<file path="config.mk">
export PLATFORM = sky130hd
export DESIGN_NAME = stim_train_sequencer_flat
export DESIGN_NICKNAME = d
export VERILOG_FILES = /design/src/rtl/stim_train_sequencer_pkg.sv /design/src/rtl/stim_train_sequencer_if.sv /design/src/rtl/stim_train_sequencer_interval_timer.sv /design/src/rtl/stim_train_sequencer.sv /design/src/flat_wrapper.sv
export SDC_FILE = /design/constraint.sdc
export NUM_CORES = 1
export LEC_CHECK = 0
export ABC_AREA = 1
export CORE_MARGIN = 3
export CORE_UTILIZATION = 50
export CTS_CLUSTER_DIAMETER = 150
export DETAILED_ROUTE_END_ITERATION = 7
export PLACE_DENSITY = 0.87
export SETUP_SLACK_MARGIN = 0.05
export SLEW_MARGIN = 20
export SYNTH_ARGS = -nofsm -noshare
export SYNTH_HDL_FRONTEND = slang
export SYNTH_SLANG_ARGS = --single-unit
</file>
<file path="constraint.sdc">
create_clock -name clk -period 10.87 [get_ports clk]
set_input_delay 1.6305 -clock clk [delete_from_list [all_inputs] [get_ports clk]]
set_output_delay 1.6305 -clock clk [all_outputs]
set_load 0.05 [all_outputs]
</file>
<file path="src/rtl/stim_train_sequencer_pkg.sv">
// Shared types for the biphasic stimulation pulse-train sequencer:
// FSM state encoding, default widths and the per-channel effective-mask helper.
package stim_train_sequencer_pkg;

  localparam int unsigned DEF_NUM_CH = 16;
  localparam int unsigned DEF_CNT_W  = 16;
  localparam int unsigned DEF_MAG_W  = 8;

  typedef enum logic [2:0] {
    ST_IDLE     = 3'd0,
    ST_PHASE1   = 3'd1,
    ST_GAP_P    = 3'd2,
    ST_PHASE2   = 3'd3,
    ST_GAP_BP   = 3'd4,
    ST_GAP_TR   = 3'd5,
    ST_RECOVERY = 3'd6
  } stim_state_e;

  // Effective drive of one channel as {pos_eff, neg_eff}: neg only counts in
  // bipolar mode, and a channel claimed by both polarities is dropped from both.
  function automatic logic [1:0] ch_eff(input logic pos, input logic neg, input logic bipolar);
    logic neg_b;
    neg_b = neg & bipolar;
    return {pos & ~neg_b, neg_b & ~pos};
  endfunction

endpackage

</file>
<file path="src/rtl/stim_train_sequencer_if.sv">
// Host-side bundle of the stim sequencer: latched config, start/stop controls
// and the per-channel drive outputs. The abort input exists only when
// STIM_ABORT_EN is defined.
interface stim_train_sequencer_if
  import stim_train_sequencer_pkg::*;
#(
  parameter int unsigned NUM_CH = DEF_NUM_CH,
  parameter int unsigned CNT_W  = DEF_CNT_W,
  parameter int unsigned MAG_W  = DEF_MAG_W
);
  logic [CNT_W-1:0]  cfg_pulse_length;
  logic [CNT_W-1:0]  cfg_inter_pulse_delay;
  logic [CNT_W-1:0]  cfg_inter_bipulse_delay;
  logic [CNT_W-1:0]  cfg_inter_train_delay;
  logic [CNT_W-1:0]  cfg_bipulses_per_train;
  logic [CNT_W-1:0]  cfg_train_count;
  logic [CNT_W-1:0]  cfg_charge_recovery_time;
  logic [MAG_W-1:0]  cfg_pulse_magnitude;
  logic              cfg_rising_edge_first;
  logic              cfg_bipolar_mode;
  logic [NUM_CH-1:0] cfg_mask_pos;
  logic [NUM_CH-1:0] cfg_mask_neg;
  logic              finite_start;
  logic              infinite_start;
  logic              stop;
`ifdef STIM_ABORT_EN
  logic              abort;
`endif
  logic [NUM_CH-1:0] ch_source;
  logic [NUM_CH-1:0] ch_sink;
  logic [MAG_W-1:0]  magnitude;
  logic [NUM_CH-1:0] chg_rec;
  logic              busy;
  logic              done;

  modport master (
`ifdef STIM_ABORT_EN
    output abort,
`endif
    output cfg_pulse_length, cfg_inter_pulse_delay, cfg_inter_bipulse_delay,
    output cfg_inter_train_delay, cfg_bipulses_per_train, cfg_train_count,
    output cfg_charge_recovery_time, cfg_pulse_magnitude, cfg_rising_edge_first,
    output cfg_bipolar_mode, cfg_mask_pos, cfg_mask_neg,
    output finite_start, infinite_start, stop,
    input  ch_source, ch_sink, magnitude, chg_rec, busy, done
  );

  modport slave (
`ifdef STIM_ABORT_EN
    input  abort,
`endif
    input  cfg_pulse_length, cfg_inter_pulse_delay, cfg_inter_bipulse_delay,
    input  cfg_inter_train_delay, cfg_bipulses_per_train, cfg_train_count,
    input  cfg_charge_recovery_time, cfg_pulse_magnitude, cfg_rising_edge_first,
    input  cfg_bipolar_mode, cfg_mask_pos, cfg_mask_neg,
    input  finite_start, infinite_start, stop,
    output ch_source, ch_sink, magnitude, chg_rec, busy, done
  );

endinterface

</file>
<file path="src/rtl/stim_train_sequencer_interval_timer.sv">
// Loadable down-counter shared by every timed state. The counter holds the
// cycles left in the current state; expire flags its last cycle. The zero
// flag tells the FSM that a candidate duration is 0 and the state is skipped.
module stim_train_sequencer_interval_timer #(
  parameter int unsigned CNT_W = 16
) (
  input  logic             clk,
  input  logic             rstn,
  input  logic             i_load,
  input  logic [CNT_W-1:0] i_load_val,
  input  logic [CNT_W-1:0] i_peek_val,
  output logic             o_zero_c,
  output logic             o_expire_c
);
  logic [CNT_W-1:0] r_cnt;

  // Reload on state entry, otherwise count down and park at zero
  always_ff @(posedge clk) begin
    if (!rstn) begin
      r_cnt <= '0;
    end else if (i_load) begin
      r_cnt <= i_load_val;
    end else if (r_cnt != '0) begin
      r_cnt <= r_cnt - CNT_W'(1);
    end
  end

  assign o_expire_c = (r_cnt == CNT_W'(1));
  assign o_zero_c   = (i_peek_val == '0);

endmodule

</file>
<file path="src/rtl/stim_train_sequencer.sv">
// Biphasic stimulation pulse-train sequencer (finite/infinite runs, graceful
// charge-balanced stop, charge-recovery window). Optional macro
// STIM_ABORT_EN adds an abort input that forces recovery without phase2.
module stim_train_sequencer
  import stim_train_sequencer_pkg::*;
#(
  parameter int unsigned NUM_CH = DEF_NUM_CH,
  parameter int unsigned CNT_W  = DEF_CNT_W,
  parameter int unsigned MAG_W  = DEF_MAG_W
) (
  input logic                   clk,
  input logic                   rstn,
  stim_train_sequencer_if.slave io_bus
);
  stim_state_e       r_state, w_state_nxt, w_cand, w_fb, w_target, w_rec_target;
  logic [CNT_W-1:0]  r_pl, r_ipd, r_ibd, r_itd, r_bpt, r_tc, r_rec;
  logic [CNT_W-1:0]  w_pl, w_ipd, w_ibd, w_itd, w_rec;
  logic [CNT_W-1:0]  r_bp_idx, r_tr_idx, w_bp_nxt, w_tr_nxt, w_peek, w_load_val;
  logic [MAG_W-1:0]  r_mag_cfg, w_mag, r_mag, w_mag_nxt;
  logic [NUM_CH-1:0] r_pos, r_neg, w_pos_in, w_neg_in, w_pos, w_neg;
  logic [NUM_CH-1:0] r_src, r_snk, r_chg, w_src_nxt, w_snk_nxt, w_chg_nxt;
  logic              r_ref, w_ref, r_inf, r_stop_pend, w_stop_pend_nxt;
  logic              r_busy, r_done, w_done_nxt;
  logic              w_start_acc, w_zero_run, w_more_bp, w_more_tr, w_stop_now;
  logic              w_zero, w_expire, w_load, w_abort;

`ifdef STIM_ABORT_EN
  assign w_abort = io_bus.abort;
`else
  assign w_abort = 1'b0;
`endif

  // Duration of a timed state under a given configuration; phases never shorter than 1
  function automatic logic [CNT_W-1:0] state_dur(input stim_state_e s,
      input logic [CNT_W-1:0] pl, input logic [CNT_W-1:0] ipd, input logic [CNT_W-1:0] ibd,
      input logic [CNT_W-1:0] itd, input logic [CNT_W-1:0] rec);
    case (s)
      ST_PHASE1, ST_PHASE2: state_dur = (pl == '0) ? CNT_W'(1) : pl;
      ST_GAP_P:             state_dur = ipd;
      ST_GAP_BP:            state_dur = ibd;
      ST_GAP_TR:            state_dur = itd;
      ST_RECOVERY:          state_dur = rec;
      default:              state_dur = '0;
    endcase
  endfunction

  // Effective masks of the incoming config (overlap and monopolar resolved)
  always_comb begin
    w_pos_in = '0;
    w_neg_in = '0;
    for (int unsigned i = 0; i < NUM_CH; i++) begin
      {w_pos_in[i], w_neg_in[i]} = ch_eff(io_bus.cfg_mask_pos[i], io_bus.cfg_mask_neg[i],
                                          io_bus.cfg_bipolar_mode);
    end
  end

  // Config view: live inputs on the accepting edge, latched copy afterwards
  assign w_start_acc = (r_state == ST_IDLE) && (io_bus.finite_start || io_bus.infinite_start);
  assign w_zero_run  = (io_bus.cfg_bipulses_per_train == '0) || (io_bus.cfg_train_count == '0);
  assign w_pl  = w_start_acc ? io_bus.cfg_pulse_length         : r_pl;
  assign w_ipd = w_start_acc ? io_bus.cfg_inter_pulse_delay    : r_ipd;
  assign w_ibd = w_start_acc ? io_bus.cfg_inter_bipulse_delay  : r_ibd;
  assign w_itd = w_start_acc ? io_bus.cfg_inter_train_delay    : r_itd;
  assign w_rec = w_start_acc ? io_bus.cfg_charge_recovery_time : r_rec;
  assign w_mag = w_start_acc ? io_bus.cfg_pulse_magnitude      : r_mag_cfg;
  assign w_ref = w_start_acc ? io_bus.cfg_rising_edge_first    : r_ref;
  assign w_pos = w_start_acc ? w_pos_in : r_pos;
  assign w_neg = w_start_acc ? w_neg_in : r_neg;

  assign w_more_bp  = (r_bp_idx + CNT_W'(1)) < r_bpt;
  assign w_more_tr  = r_inf || ((r_tr_idx + CNT_W'(1)) < r_tc);
  assign w_stop_now = r_stop_pend || io_bus.stop;

  // Candidate successor of the current timed state and where to go if it is zero-length
  always_comb begin
    w_cand = ST_IDLE;
    w_fb   = ST_IDLE;
    case (r_state)
      ST_IDLE:   begin w_cand = ST_PHASE1; w_fb = ST_PHASE1; end
      ST_PHASE1: begin w_cand = ST_GAP_P;  w_fb = ST_PHASE2; end
      ST_GAP_P:  begin w_cand = ST_PHASE2; w_fb = ST_PHASE2; end
      ST_PHASE2: begin
        if (w_stop_now || !(w_more_bp || w_more_tr)) begin
          w_cand = ST_RECOVERY; w_fb = ST_IDLE;
        end else if (w_more_bp) begin
          w_cand = ST_GAP_BP;   w_fb = ST_PHASE1;
        end else begin
          w_cand = ST_GAP_TR;   w_fb = ST_PHASE1;
        end
      end
      ST_GAP_BP, ST_GAP_TR: begin w_cand = ST_PHASE1; w_fb = ST_PHASE1; end
      default: ;
    endcase
    w_peek = state_dur(w_cand, w_pl, w_ipd, w_ibd, w_itd, w_rec);
  end

  stim_train_sequencer_interval_timer #(.CNT_W(CNT_W)) u_timer (
    .clk        (clk),
    .rstn       (rstn),
    .i_load     (w_load),
    .i_load_val (w_load_val),
    .i_peek_val (w_peek),
    .o_zero_c   (w_zero),
    .o_expire_c (w_expire)
  );

  // Next state, counters, stop bookkeeping and next registered outputs
  always_comb begin
    w_state_nxt  = r_state;
    w_bp_nxt     = r_bp_idx;
    w_tr_nxt     = r_tr_idx;
    w_done_nxt   = 1'b0;
    w_src_nxt    = '0;
    w_snk_nxt    = '0;
    w_chg_nxt    = '0;
    w_mag_nxt    = '0;
    w_target     = w_zero ? w_fb : w_cand;
    w_rec_target = (w_rec == '0) ? ST_IDLE : ST_RECOVERY;
    case (r_state)
      ST_IDLE: begin
        if (w_start_acc) begin
          w_bp_nxt = '0;
          w_tr_nxt = '0;
          if (io_bus.finite_start && w_zero_run) w_done_nxt = 1'b1;
          else                                   w_state_nxt = w_target;
        end
      end
      ST_PHASE1, ST_GAP_P: begin
        if (w_expire) w_state_nxt = w_target;
      end
      ST_PHASE2: begin
        if (w_expire) begin
          w_state_nxt = w_target;
          if (!w_stop_now) begin
            if (w_more_bp) begin
              w_bp_nxt = r_bp_idx + CNT_W'(1);
            end else if (w_more_tr) begin
              w_bp_nxt = '0;
              if (!r_inf) w_tr_nxt = r_tr_idx + CNT_W'(1);
            end
          end
        end
      end
      ST_GAP_BP, ST_GAP_TR: begin
        if (io_bus.stop)   w_state_nxt = w_rec_target;
        else if (w_expire) w_state_nxt = w_target;
      end
      ST_RECOVERY: begin
        if (w_expire) w_state_nxt = ST_IDLE;
      end
      default: w_state_nxt = ST_IDLE;
    endcase
    if (w_abort && (r_state != ST_IDLE) && (r_state != ST_RECOVERY)) w_state_nxt = w_rec_target;
    if ((r_state != ST_IDLE) && (w_state_nxt == ST_IDLE)) w_done_nxt = 1'b1;

    w_load     = (w_state_nxt != r_state);
    w_load_val = state_dur(w_state_nxt, w_pl, w_ipd, w_ibd, w_itd, w_rec);

    w_stop_pend_nxt = (r_state inside {ST_PHASE1, ST_GAP_P, ST_PHASE2}) &&
                      (w_state_nxt inside {ST_PHASE1, ST_GAP_P, ST_PHASE2}) && w_stop_now;

    case (w_state_nxt)
      ST_PHASE1: begin
        w_src_nxt = w_ref ? w_pos : w_neg;
        w_snk_nxt = w_ref ? w_neg : w_pos;
        w_mag_nxt = w_mag;
      end
      ST_PHASE2: begin
        w_src_nxt = w_ref ? w_neg : w_pos;
        w_snk_nxt = w_ref ? w_pos : w_neg;
        w_mag_nxt = w_mag;
      end
      ST_RECOVERY: w_chg_nxt = w_pos | w_neg;
      default: ;
    endcase
  end

  // State, counters, latched config and output registers
  always_ff @(posedge clk) begin
    if (!rstn) begin
      r_state     <= ST_IDLE;
      r_bp_idx    <= '0;
      r_tr_idx    <= '0;
      r_stop_pend <= 1'b0;
      r_pl        <= '0;
      r_ipd       <= '0;
      r_ibd       <= '0;
      r_itd       <= '0;
      r_bpt       <= '0;
      r_tc        <= '0;
      r_rec       <= '0;
      r_mag_cfg   <= '0;
      r_ref       <= 1'b0;
      r_inf       <= 1'b0;
      r_pos       <= '0;
      r_neg       <= '0;
      r_src       <= '0;
      r_snk       <= '0;
      r_chg       <= '0;
      r_mag       <= '0;
      r_busy      <= 1'b0;
      r_done      <= 1'b0;
    end else begin
      r_state     <= w_state_nxt;
      r_bp_idx    <= w_bp_nxt;
      r_tr_idx    <= w_tr_nxt;
      r_stop_pend <= w_stop_pend_nxt;
      if (w_start_acc) begin
        r_pl      <= io_bus.cfg_pulse_length;
        r_ipd     <= io_bus.cfg_inter_pulse_delay;
        r_ibd     <= io_bus.cfg_inter_bipulse_delay;
        r_itd     <= io_bus.cfg_inter_train_delay;
        r_bpt     <= io_bus.cfg_bipulses_per_train;
        r_tc      <= io_bus.cfg_train_count;
        r_rec     <= io_bus.cfg_charge_recovery_time;
        r_mag_cfg <= io_bus.cfg_pulse_magnitude;
        r_ref     <= io_bus.cfg_rising_edge_first;
        r_inf     <= !io_bus.finite_start;
        r_pos     <= w_pos_in;
        r_neg     <= w_neg_in;
      end
      r_src  <= w_src_nxt;
      r_snk  <= w_snk_nxt;
      r_chg  <= w_chg_nxt;
      r_mag  <= w_mag_nxt;
      r_busy <= (w_state_nxt != ST_IDLE);
      r_done <= w_done_nxt;
    end
  end

  assign io_bus.ch_source = r_src;
  assign io_bus.ch_sink   = r_snk;
  assign io_bus.chg_rec   = r_chg;
  assign io_bus.magnitude = r_mag;
  assign io_bus.busy      = r_busy;
  assign io_bus.done      = r_done;

endmodule
</file>
<file path="src/flat_wrapper.sv">
// flat-port wrapper written by rule: the top's interface ports become plain ports
module stim_train_sequencer_flat import stim_train_sequencer_pkg::*;
#(
  parameter int unsigned NUM_CH = DEF_NUM_CH,
  parameter int unsigned CNT_W  = DEF_CNT_W,
  parameter int unsigned MAG_W  = DEF_MAG_W
)
  (clk, rstn, io_bus_cfg_pulse_length, io_bus_cfg_inter_pulse_delay, io_bus_cfg_inter_bipulse_delay, io_bus_cfg_inter_train_delay, io_bus_cfg_bipulses_per_train, io_bus_cfg_train_count, io_bus_cfg_charge_recovery_time, io_bus_cfg_pulse_magnitude, io_bus_cfg_rising_edge_first, io_bus_cfg_bipolar_mode, io_bus_cfg_mask_pos, io_bus_cfg_mask_neg, io_bus_finite_start, io_bus_infinite_start, io_bus_stop, io_bus_ch_source, io_bus_ch_sink, io_bus_magnitude, io_bus_chg_rec, io_bus_busy, io_bus_done);
  stim_train_sequencer_if #(.NUM_CH(NUM_CH), .CNT_W(CNT_W), .MAG_W(MAG_W)) io_bus_i ();
  input logic clk;
  input logic rstn;
  input wire logic [$bits(io_bus_i.cfg_pulse_length)-1:0] io_bus_cfg_pulse_length;
  input wire logic [$bits(io_bus_i.cfg_inter_pulse_delay)-1:0] io_bus_cfg_inter_pulse_delay;
  input wire logic [$bits(io_bus_i.cfg_inter_bipulse_delay)-1:0] io_bus_cfg_inter_bipulse_delay;
  input wire logic [$bits(io_bus_i.cfg_inter_train_delay)-1:0] io_bus_cfg_inter_train_delay;
  input wire logic [$bits(io_bus_i.cfg_bipulses_per_train)-1:0] io_bus_cfg_bipulses_per_train;
  input wire logic [$bits(io_bus_i.cfg_train_count)-1:0] io_bus_cfg_train_count;
  input wire logic [$bits(io_bus_i.cfg_charge_recovery_time)-1:0] io_bus_cfg_charge_recovery_time;
  input wire logic [$bits(io_bus_i.cfg_pulse_magnitude)-1:0] io_bus_cfg_pulse_magnitude;
  input wire logic [$bits(io_bus_i.cfg_rising_edge_first)-1:0] io_bus_cfg_rising_edge_first;
  input wire logic [$bits(io_bus_i.cfg_bipolar_mode)-1:0] io_bus_cfg_bipolar_mode;
  input wire logic [$bits(io_bus_i.cfg_mask_pos)-1:0] io_bus_cfg_mask_pos;
  input wire logic [$bits(io_bus_i.cfg_mask_neg)-1:0] io_bus_cfg_mask_neg;
  input wire logic [$bits(io_bus_i.finite_start)-1:0] io_bus_finite_start;
  input wire logic [$bits(io_bus_i.infinite_start)-1:0] io_bus_infinite_start;
  input wire logic [$bits(io_bus_i.stop)-1:0] io_bus_stop;
  output wire logic [$bits(io_bus_i.ch_source)-1:0] io_bus_ch_source;
  output wire logic [$bits(io_bus_i.ch_sink)-1:0] io_bus_ch_sink;
  output wire logic [$bits(io_bus_i.magnitude)-1:0] io_bus_magnitude;
  output wire logic [$bits(io_bus_i.chg_rec)-1:0] io_bus_chg_rec;
  output wire logic [$bits(io_bus_i.busy)-1:0] io_bus_busy;
  output wire logic [$bits(io_bus_i.done)-1:0] io_bus_done;
  assign io_bus_i.cfg_pulse_length = io_bus_cfg_pulse_length;
  assign io_bus_i.cfg_inter_pulse_delay = io_bus_cfg_inter_pulse_delay;
  assign io_bus_i.cfg_inter_bipulse_delay = io_bus_cfg_inter_bipulse_delay;
  assign io_bus_i.cfg_inter_train_delay = io_bus_cfg_inter_train_delay;
  assign io_bus_i.cfg_bipulses_per_train = io_bus_cfg_bipulses_per_train;
  assign io_bus_i.cfg_train_count = io_bus_cfg_train_count;
  assign io_bus_i.cfg_charge_recovery_time = io_bus_cfg_charge_recovery_time;
  assign io_bus_i.cfg_pulse_magnitude = io_bus_cfg_pulse_magnitude;
  assign io_bus_i.cfg_rising_edge_first = io_bus_cfg_rising_edge_first;
  assign io_bus_i.cfg_bipolar_mode = io_bus_cfg_bipolar_mode;
  assign io_bus_i.cfg_mask_pos = io_bus_cfg_mask_pos;
  assign io_bus_i.cfg_mask_neg = io_bus_cfg_mask_neg;
  assign io_bus_i.finite_start = io_bus_finite_start;
  assign io_bus_i.infinite_start = io_bus_infinite_start;
  assign io_bus_i.stop = io_bus_stop;
  assign io_bus_ch_source = io_bus_i.ch_source;
  assign io_bus_ch_sink = io_bus_i.ch_sink;
  assign io_bus_magnitude = io_bus_i.magnitude;
  assign io_bus_chg_rec = io_bus_i.chg_rec;
  assign io_bus_busy = io_bus_i.busy;
  assign io_bus_done = io_bus_i.done;
  stim_train_sequencer #(.NUM_CH(NUM_CH), .CNT_W(CNT_W), .MAG_W(MAG_W)) u_core (.clk(clk), .rstn(rstn), .io_bus(io_bus_i));
endmodule
</file>
-- Yosys cells after proc, flatten, opt, wreduce, memory -nomap -nowiden
Index checks and enable logic that the tools add are counted.
W data, S select, Z words.
- $add $sub $neg: 3
- magnitude comparators: 2
- equal/unequal tests: 27
- muxes and demuxes: 47
- bitwise operators: 81
- reduce and logical (&&, ||, !) cells: 37
- operators with widths (kind ; count):
    $mux W16 ; 22
    $pmux W16 S5 ; 2
    $pmux W16 S2 ; 4
    $logic_not A16 Y1 ; 5
    $and A1 B1 Y1 ; 48
    $add A16 B1 Y16 const B ; 2
    $lt A16 B16 Y1 ; 2
    $not A1 Y1 ; 32
    $eq A3 B3 Y1 const B ; 9
    $mux W3 ; 8
    $pmux W3 S4 ; 2
    $eq A3 B2 Y1 const B ; 6
    $eq A16 B1 Y1 const B ; 1
    $or A16 B16 Y16 ; 1
    $reduce_bool A16 Y1 ; 1
    $sub A16 B1 Y16 const B ; 1
    $reduce_bool A3 Y1 ; 4
    $eq A3 B1 Y1 const B ; 3
    $pmux W3 S3 ; 1
    $mux W8 ; 1
    $ne A2 B2 Y1 const B ; 4
    $reduce_or A2 Y1 ; 4
    $mux W1 ; 7
    $reduce_and A7 Y1 ; 1
    11 further kinds ; 26
- flip-flop bits (word level): 264
- bits of input ports: 159
- output and inout bits: 58
- logic and storage cells: 220

-- Logic depth before layout (Yosys ltp)
Gate-level depths: netlist of the first run.
- word-level depth: 20
- depth in mapped cells: 39
- mapped depth without buffers: 38

-- Hierarchy
Synthesis of the first run repeated with hierarchy kept, for this count alone.
- cell total of the unflattened synthesis: 2008
- area, all modules: 13978.4 um^2
- modules (own cells, without submodules) (module ; instances ; cells an instance ; area an instance (um^2) ; seq. area each (um^2)):
    stim_train_sequencer ; 1 ; 1831 ; 12866.1 ; 4964.8
    stim_train_sequencer_interval_timer ; 1 ; 177 ; 1112.3 ; 320.3

-- Worst setup path after synthesis of the first run
No wires, ideal clock.
- path type: input port to flip-flop
- from: input io_bus_infinite_start
- to: register u_core.u_timer.r_cnt[13]
- setup time: 119 ps
- arrival: 4126 ps
- data required time: 10751 ps
- path slack: 6625 ps
- stages: 24
- path buffers: 4
- path through: inv_1 nand2_2 nand3_4 buf_6 buf_6 buf_6 o21a_1 nor3_1 nand2_1 nor2_1 nand2_1 nand3b_1 nand3_1 nand3_1 nand3_1 nand2_1 nand3_4 xnor2_2 nand2_2 inv_2 nand2_1 nand2_2 buf_4 a21oi_1
- longest elaborated chain between the ends: 15
- elaborated cells on any way between the ends: 30
- those cells by class: eq/ne: 7; mux: 16; reduce/logical: 7
- ends and longest elaborated chain (element ; RTL line ; source):
    start, declared ; flat_wrapper.sv:25 ; input wire logic [$bits(io_bus_i.infinite_start)-1:0] io_bus_infinite_start;
    $logic_or A1 B1 Y1 (*) ; stim_train_sequencer.sv:58 ; assign w_start_acc = (r_state == ST_IDLE) && (io_bus.finite_start || io_bus.infinite_start);
    $logic_and A1 B1 Y1 (*) ; stim_train_sequencer.sv:58 ;
    $mux W16 ; stim_train_sequencer.sv:60 ; assign w_pl = w_start_acc ? io_bus.cfg_pulse_length : r_pl;
    $logic_not A16 Y1 ; stim_train_sequencer.sv:38 ; ST_PHASE1, ST_PHASE2: state_dur = (pl == '0) ? CNT_W'(1) : pl;
    $mux W16 ; stim_train_sequencer.sv:38 ;
    $pmux W16 S5 ; stim_train_sequencer.sv:37 ; case (s)
    $logic_not A16 Y1 ; stim_train_sequencer_interval_timer.sv:29 ; assign o_zero_c = (i_peek_val == '0);
    $mux W3 ; stim_train_sequencer.sv:117 ; w_target = w_zero ? w_fb : w_cand;
    $mux W3, on equally long branches ; -- ;
    $mux W3, on equally long branches ; stim_train_sequencer.sv:145, stim_train_sequencer.sv:121 ;
    $pmux W3 S4 ; stim_train_sequencer.sv:119 ; case (r_state)
    $eq A3 B2 Y1 or $eq A3 B1 Y1 (tied branches) ; stim_train_sequencer.sv:37 ;
    $reduce_or A2 Y1 (no line) ; -- ;
    $pmux W16 S5 ; stim_train_sequencer.sv:37 ;
    $mux W16 ; stim_train_sequencer_interval_timer.sv:21 ; end else if (i_load) begin
    end signal, assigned ; stim_train_sequencer_interval_timer.sv:22 ; r_cnt <= i_load_val;
    end signal, assigned ; stim_train_sequencer_interval_timer.sv:24 ; r_cnt <= r_cnt - CNT_W'(1);
    end, declared ; stim_train_sequencer_interval_timer.sv:15 ; logic [CNT_W-1:0] r_cnt;
Every way passes the cells marked *; elsewhere a longest branch is shown, timed or not.
A chain may end at the register's enable or synchronous reset.

-- Worst setup path after layout of the first run
- from: input io_bus_finite_start
- to: register u_core.r_chg[15] (netlist: u_core.io_bus.chg_rec[15])
- longest elaborated chain between the ends: 13
- elaborated cells on any way between the ends: 25
- those cells by class: eq/ne: 1; mux: 16; bitwise: 1; reduce/logical: 7
- ends and longest elaborated chain (element ; RTL line ; source):
    start, declared ; flat_wrapper.sv:24 ; input wire logic [$bits(io_bus_i.finite_start)-1:0] io_bus_finite_start;
    $logic_or A1 B1 Y1 ; stim_train_sequencer.sv:58 ;
    $logic_and A1 B1 Y1 ; stim_train_sequencer.sv:58 ;
    $mux W16 ; stim_train_sequencer.sv:60 ;
    $logic_not A16 Y1 ; stim_train_sequencer.sv:38 ;
    $mux W16 ; stim_train_sequencer.sv:38 ;
    $pmux W16 S5 ; stim_train_sequencer.sv:37 ;
    $logic_not A16 Y1 ; stim_train_sequencer_interval_timer.sv:29 ;
    $mux W3 ; stim_train_sequencer.sv:117 ;
    $mux W3, on equally long branches ; -- ;
    $mux W3, on equally long branches ; stim_train_sequencer.sv:145, stim_train_sequencer.sv:121 ;
    $pmux W3 S4 ; stim_train_sequencer.sv:119 ;
    $eq A3 B3 Y1 ; stim_train_sequencer.sv:162 ; case (w_state_nxt)
    $reduce_and A2 Y1 (no line) ; -- ;
    end signal, assigned ; stim_train_sequencer.sv:224 ; r_chg <= w_chg_nxt;
    end, declared ; stim_train_sequencer.sv:21 ; logic [NUM_CH-1:0] r_src, r_snk, r_chg, w_src_nxt, w_snk_nxt, w_chg_nxt;
Several ways; a longest one is shown, not always the timed one.

==> results of run 1 <==
layout make-up:
class / instances / area share [%]
Inverter: 264 / 6.090
Multi-Input combinational cell: 1340 / 39.50
Timing Repair Buffer: 225 / 13.67
Clock inverter: 11 / 1.168
Antenna cell: 1 / 0.01526
Sequential cell: 264 / 32.24
Tap cell: 330 / 2.519
Clock buffer: 40 / 4.800
power groups by stage:
stage / registers [mW] / clock network [mW] / logic (mW)
floorplan: 1.23 / 0 / 0.774
global placement: 1.18 / 0 / 1.08
global route: 1.18 / 1.07 / 1.28
CTS: 1.16 / 1.03 / 1.12
detailed placement: 1.18 / 0 / 1.11
finish: 1.17 / 1.02 / 1.15
routing by layer:
metal	track usage (%)	part of all wire [%]	wire length (um)	up-vias
met5	0	0.071	27	-
met4	6.901	2.4	928	4
met3	5.518	8.9	3398	75
met2	43.66	47	18040	497
met1	32.96	41	15690	5961
li1	-	-	-	6574
worst max-delay path: cells and delay by family:
| kind | cells | cell delay [ns] |
|---|---|---|
| AND/OR/NAND/NOR | 15 | 3.12 |
| AO/OA/AOI/OAI | 3 | 0.80 |
| buffers and inverters | 5 | 1.56 |
path summary, 6_finish.rpt:
kind | startpoint | end
setup reg to reg | u_core.r_tr_idx[0] | u_core.io_bus.chg_rec[15]
setup / recovery | io_bus_finite_start | u_core.io_bus.chg_rec[15]
hold reg to reg | u_core.r_bpt[8] | u_core.r_bpt[8]
hold / removal | u_core.r_bpt[8] | u_core.r_bpt[8]
Yosys cell counts, drive strengths merged:
library cell	number
clkinv	2
o21ai	177
a21oi	163
and3	1
o31ai	1
o211a	1
a41o	1
o211ai	2
nor3	18
o22ai	1
nand4	53
clkbuf	66
nor4	10
nand3b	2
nor2	236
xnor2	6
nand3	66
dfxtp	264
buf	35
nand2	495
o21a	4
o41ai	1
or2	22
a21boi	1
ha	34
a22oi	3
a211oi	16
mux2i	2
inv	262
xor2	24
kinds of logic (layout without fill, tap and decap cells):
kind of cell	count (synthesis)	in the layout	synth area share, %
fa+ha+maj	34	34	3.224
xor+xnor	30	30	2.048
simple gates	903	903	28.76
mux	2	2	0.1517
buf+inv	365	540	11.02
compound gates	371	371	14.74
other cells	0	1	0
flops	264	264	40.06
stage by stage:
stage	std cells	cell area (um^2)	power [mW]
after floorplan	1969	13190	2.002
after global placement	2422	15390	2.257
after detailed placement	2422	15390	2.296
after CTS	2473	16370	3.317
after global routing	2474	16390	3.525
final	2475	16390	3.330
cells in the final DEF (no fill, tap or decap), drive strengths merged, types with 2 or more instances in the layout:
cell type,n
clkinv,4
mux2i,2
clkdlybuf4s50,216
o21ai,177
xnor2,6
nand4,53
nand2,495
inv,263
a211oi,16
o211ai,2
ha,34
dfxtp,264
nor3,18
xor2,24
a22oi,3
clkinvlp,3
a21oi,163
o21a,4
nand3,66
buf,9
nor2,236
nor4,10
bufinv,5
clkbuf,40
or2,22
nand3b,2
==> qor.csv, run 1 <==
stage;metric;value;unit
outcome;status;complete, no violations;
route;final wirelength;38080;um
finish;layout filler cell count;2249;
finish;proportion of layout cells with a drive suffix above 1;4.338;%
clocking;CTS tree;done;
route;DR vias;13110;
global_routing;largest net degree at the start of global routing;117;
finish;Multi-input gate area;6476;um^2
sta;setup TNS;0;ns
power_and_ir_drop;clock power share;30.6;%
floorplanning;die width;168.4;um
setup_path;Crit path largest cell delay;0.75;ns
global_routing;vias in the first global route;12370;
floorplanning;io pins;217;
sta;Hold Slack;0.4587;ns
power_and_ir_drop;Power Density;203.1;nW/um^2
clocking;worst skew pair latency;0.54;ns
power_and_ir_drop;P_sw;1.233;mW
sta;PnR worst setup slack;4.100;ns
floorplanning;DIE AREA;28370;um^2
run;Max-cap violations;0;
setup_path;CP most frequent cell;nand2_1;
clocking;CTS root buf;clkbuf_16;
global_routing;first-pass GRT wire length;60270;um
hold_path;worst hold stages;2;
route;DR pass1 iterations;6;
route;DRC violation count after routing;0;
finish;Reg area;5285;um^2
setup_path;critical path class;in2reg;
setup_path;worst-path fanout max;104;
global_routing;initial antenna violation count;2;
finish;Final Core Density;64.18;%
synthesis;register area share after synthesis;40.06;%
synthesis;Synth top area share;40.06;%
floorplanning;Initial Util;51.65;%
sta;unrepaired setup endpoints after global routing;no;
finish;fin nets;2317;
finish;Area Overhead vs Synth;24.26;%
sta;Fmax;147.7;MHz
clocking;cts repair resizes;0;
route;wire length per cell;15.39;um
hold_path;Worst Hold Class;reg2reg;
synthesis;top post-synthesis cells by area;dfxtp_1 40%, nand2_1 14%, inv_1 7.3%;
power_and_ir_drop;sequential share of power;35.0;%
sta;Worst Tran Pin Value;1.063;ns
clocking;CTS clk-pin slew, worst paths;0.06;ns
power_and_ir_drop;Switching Share;37.02;%
sta;Final Max Slew Viols;0;
synthesis;post-synth top area cell;dfxtp_1;
power_and_ir_drop;leakage;7.177;nW
global_routing;Remaining Overflow, GRT;0;
synthesis;Synth Cell Area;13190;um^2
synthesis;Post-Syn Nets;2162;
synthesis;Mean Syn Cell Area;6.701;um^2
setup_path;worst r2r path cells;29;
sta;fin crit share;62.28;%
route;First DRT Iteration DRCs;1150;
floorplanning;die span in y;168.4;um
clocking;maximum clock path buffer count;3;
synthesis;Syn Inst Count;1969;
setup_path;Slowest-stage cell, CP;buf_4;
power_and_ir_drop;Power Internal;2.097;mW
placed_design;GPL Wtd Cong;0.9427;
floorplanning;# rows;58;
placed_design;number of port buffers;216;
synthesis;Yosys warnings;0;
sta;final hold vios;0;
global_routing;GR Util All Layers;25.61;%
placed_design;hpwl dp;27150;um
route;Avg Vias per Cell;5.297;
floorplanning;core area;25540;um^2
synthesis;Yosys reg bits;264;
sta;slew margin rel.;28.62;%
clocking;H-tree depth;1;
power_and_ir_drop;Max VDD drop;0.1157;mV
clocking;total setup buffers inserted after CTS;0;
placed_design;post-place setup slack;3.708;ns
clocking;hold buffer count at CTS;0;
synthesis;Synth cell types;45;
sta;Setup Skew;0.01153;ns
clocking;CTS Buf Count;29;
sta;Period minus WS final;6.770;ns
clocking;clk sinks;264;
setup_path;CP Launch Type;input port;
setup_path;Critical Path End Type;flip-flop;
setup_path;reg2reg setup slack;4.54;ns
setup_path;Req. time, crit path;11.30;ns
power_and_ir_drop;Logic pwr share;34.4;%
route;Final ANT Viol Nets;0;
setup_path;critical path cell sequence;clkdlybuf4s50_1 -> inv_1 -> nand2_2 -> nand3_4 -> buf_4 -> o21ai_0 -> nor2_1 -> nand2_1 -> nor2_1 -> nand3_1 -> nand2_1 -> inv_1 -> nand2_1 -> nor2_1 -> nor2_2 -> nand2_1 -> nand2_1 -> o211ai_2 -> nand2_2 -> inv_2 -> nor2_2 -> nand3_1 -> a21oi_1;
setup_path;WP data arrival;7.21;ns
sta;Setup Viol. Count Final;0;
Power figures use the tool's default switching activity.
==> run 2, diff against run 1 <==
--- a/config.mk
+++ b/config.mk
@@ -7,10 +7,10 @@
 export LEC_CHECK = 0
 export ABC_AREA = 1
 export CORE_MARGIN = 3
-export CORE_UTILIZATION = 50
+export CORE_UTILIZATION = 49
 export CTS_CLUSTER_DIAMETER = 150
 export DETAILED_ROUTE_END_ITERATION = 7
-export PLACE_DENSITY = 0.87
+export PLACE_DENSITY = 0.88
 export SETUP_SLACK_MARGIN = 0.05
 export SLEW_MARGIN = 20
 export SYNTH_ARGS = -nofsm -noshare
==> constraint.sdc (replaced) <==
create_clock -name clk -period 6.15 [get_ports clk]
set_input_delay 0.9225 -clock clk [delete_from_list [all_inputs] [get_ports clk]]
set_output_delay 0.9225 -clock clk [all_outputs]
set_load 0.05 [all_outputs]
==> qor.csv, run 2 (same netlist as run 1, synthesis figures left out) <==
stage;metric;value;unit;change
setup_path;CP most frequent cell;nand2_1;;
placed_design;DP Area;15470;um^2;+0.50%
setup_path;CP Launch Type;flip-flop;;
finish;Reg area;5285;um^2;unchanged
route;Final ANT Viol Nets;0;;unchanged
floorplanning;die span in y;170.1;um;+0.98%
route;DRC violation count after routing;0;;unchanged
setup_path;reg2reg start;u_core.r_tr_idx[0];;
clocking;CTS root buf;clkbuf_16;;
clocking;CTS clk-pin slew, worst paths;0.06;ns;about the same
global_routing;GR Util All Layers;25.75;%;+0.14 points
route;DR vias;13110;;unchanged
outcome;status;complete, no violations;;
route;wire length per cell;15.54;um;+0.98%
setup_path;WP data arrival;5.97;ns;-1.24 ns
global_routing;first-pass GRT wire length;61740;um;+2.4%
global_routing;largest net degree at the start of global routing;137;;+17%
sta;Setup Skew;0.01555;ns;+0.004017 ns
floorplanning;io pins;217;;unchanged
power_and_ir_drop;Power Density;356.3;nW/um^2;+75%
sta;Fmax;180.0;MHz;
route;Avg Vias per Cell;5.272;;-0.48%
floorplanning;Initial Util;50.20;%;-1.4 points
setup_path;Critical Path End;u_core.u_timer.r_cnt[15];;
global_routing;initial antenna violation count;2;;unchanged
route;final wirelength;38640;um;+1.5%
clocking;hold buffer count at CTS;0;;unchanged
finish;Non-Filler Instances;2487;;+0.48%
global_routing;Remaining Overflow, GRT;0;;unchanged
power_and_ir_drop;Total Power;5.864;mW;+76%
sta;slew margin rel.;27.86;%;-0.76 points
route;DR pass1 iterations;5;;-1
clocking;maximum clock path buffer count;3;;unchanged
setup_path;Req. time, crit path;6.57;ns;-4.73 ns
finish;Multi-input gate area;6487;um^2;+0.17%
setup_path;crit path from;u_core.r_tr_idx[0];;
sta;unrepaired setup endpoints after global routing;yes;;
setup_path;Crit path largest cell delay;0.46;ns;-0.29 ns
clocking;H-tree depth;1;;unchanged
sta;Period minus WS final;5.556;ns;
setup_path;RR Endpoint;u_core.u_timer.r_cnt[15];;
finish;Final Core Density;62.62;%;-1.6 points
clocking;CTS tree;done;;
setup_path;worst r2r path cells;34;;+17%
placed_design;number of port buffers;216;;unchanged
setup_path;critical path class;reg2reg;;
placed_design;hpwl dp;27510;um;+1.3%
floorplanning;core area;26280;um^2;+2.9%
sta;final hold vios;0;;unchanged
floorplanning;die width;170.1;um;+0.98%
floorplanning;DIE AREA;28930;um^2;+2.0%
sta;PnR worst setup slack;0.5937;ns;-3.506 ns
placed_design;total placed cells including tap cells;2435;;+0.54%
clocking;total setup buffers inserted after CTS;0;;unchanged
sta;setup TNS;0;ns;unchanged
sta;Worst Tran Pin Value;1.082;ns;+0.01952 ns
placed_design;post-place setup slack;0.5030;ns;-3.205 ns
setup_path;Critical Path End Type;flip-flop;;
route;First DRT Iteration DRCs;1037;;-9.8%
power_and_ir_drop;leakage;7.217;nW;+0.56%
run;Max-cap violations;0;;unchanged
finish;Finished Cell Area;16460;um^2;+0.37%
finish;proportion of layout cells with a drive suffix above 1;5.021;%;+0.68 points
hold_path;Worst Hold Class;reg2reg;;
setup_path;worst-path fanout max;39;;-63%
placed_design;GPL Wtd Cong;0.9363;;-0.68%
finish;layout filler cell count;2282;;+1.5%
sta;Final Max Slew Viols;0;;unchanged
clocking;CTS Buf Count;29;;unchanged
clocking;clk sinks;264;;unchanged
global_routing;vias in the first global route;12640;;+2.2%
finish;Area Overhead vs Synth;24.72;%;
clocking;cts repair resizes;0;;unchanged
clocking;worst skew pair latency;0.54;ns;about the same
setup_path;reg2reg setup slack;0.59;ns;-3.95 ns
power_and_ir_drop;Max VDD drop;0.2204;mV;+90%
finish;most frequent cells in the layout;491 x nand2_1, 264 x dfxtp_1, 257 x inv_1, 230 x nor2_1, 216 x clkdlybuf4s50_1;;
finish;commonest non-fill, non-tap cell in the layout;nand2_1;;
floorplanning;# rows;59;;+1.7%
setup_path;Slowest-stage cell, CP;clkinvlp_4;;
sta;Setup Viol. Count Final;0;;unchanged
sta;Hold Slack;0.4605;ns;+0.001774 ns
finish;fin nets;2324;;+0.30%
sta;fin crit share;90.35;%;
-- run 2: cell types whose count changed in the layout (fill, tap and decap cells not counted), moves of 2 or more --
cell,previous run,this run
buf_4,7,15
bufinv_16,5,3
clkinv_2,2,7
clkbuf_1,9,4
clkbuf_8,2,6
-- run 2: cell type report --
class | count | area share (%)
inverters | 264 | 6.083
repair buffers | 232 | 13.94
flip-flops and latches | 264 | 32.12
multi-input cells | 1340 | 39.42
clock buffers | 39 | 5.003
well taps | 335 | 2.547
diodes | 1 | 0.01521
clock inverters | 12 | 0.8668
-- run 2: metal layers --
metal	vias to the layer above	wire, um	global-route usage (%)
met4	2	1038	8.289
met5	-	11	0
met1	5961	16120	33.38
li1	6585	-	-
met2	484	18360	43.04
met3	79	3112	5.436
-- run 2: how the worst min path moves through the flow --
stage | startpoint | end | slack [ns] | depth (start not counted)
floorplan | u_core.r_bpt[10] | u_core.r_bpt[10] | 0.44 | 2
global placement | u_core.r_bpt[13] | u_core.r_bpt[13] | 0.45 | 2
detailed placement | u_core.r_tc[5] | u_core.r_tc[5] | 0.45 | 2
CTS | u_core.r_tc[5] | u_core.r_tc[5] | 0.46 | 2
global route | u_core.r_rec[9] | u_core.r_rec[9] | 0.49 | 2
finish | u_core.r_tc[5] | u_core.r_tc[5] | 0.46 | 2
-- run 2: critical path: cells and delay by family (launching register included) --
| family | cells | cell delay [ns] |
|---|---|---|
| and+or+nand+nor | 24 | 3.06 |
| buffers and inverters | 5 | 1.08 |
| adders and majority gates | 2 | 0.49 |
| DFF | 1 | 0.42 |
| AOI/OAI and AO/OA | 2 | 0.19 |
| xor gates and xnor gates | 1 | 0.17 |
-- run 2: power by group --
group | internal, mW | total, mW | switching [mW]
registers | 1.96 | 2.05 | 0.0965
logic | 0.660 | 2.05 | 1.39
clock network | 1.06 | 1.76 | 0.705
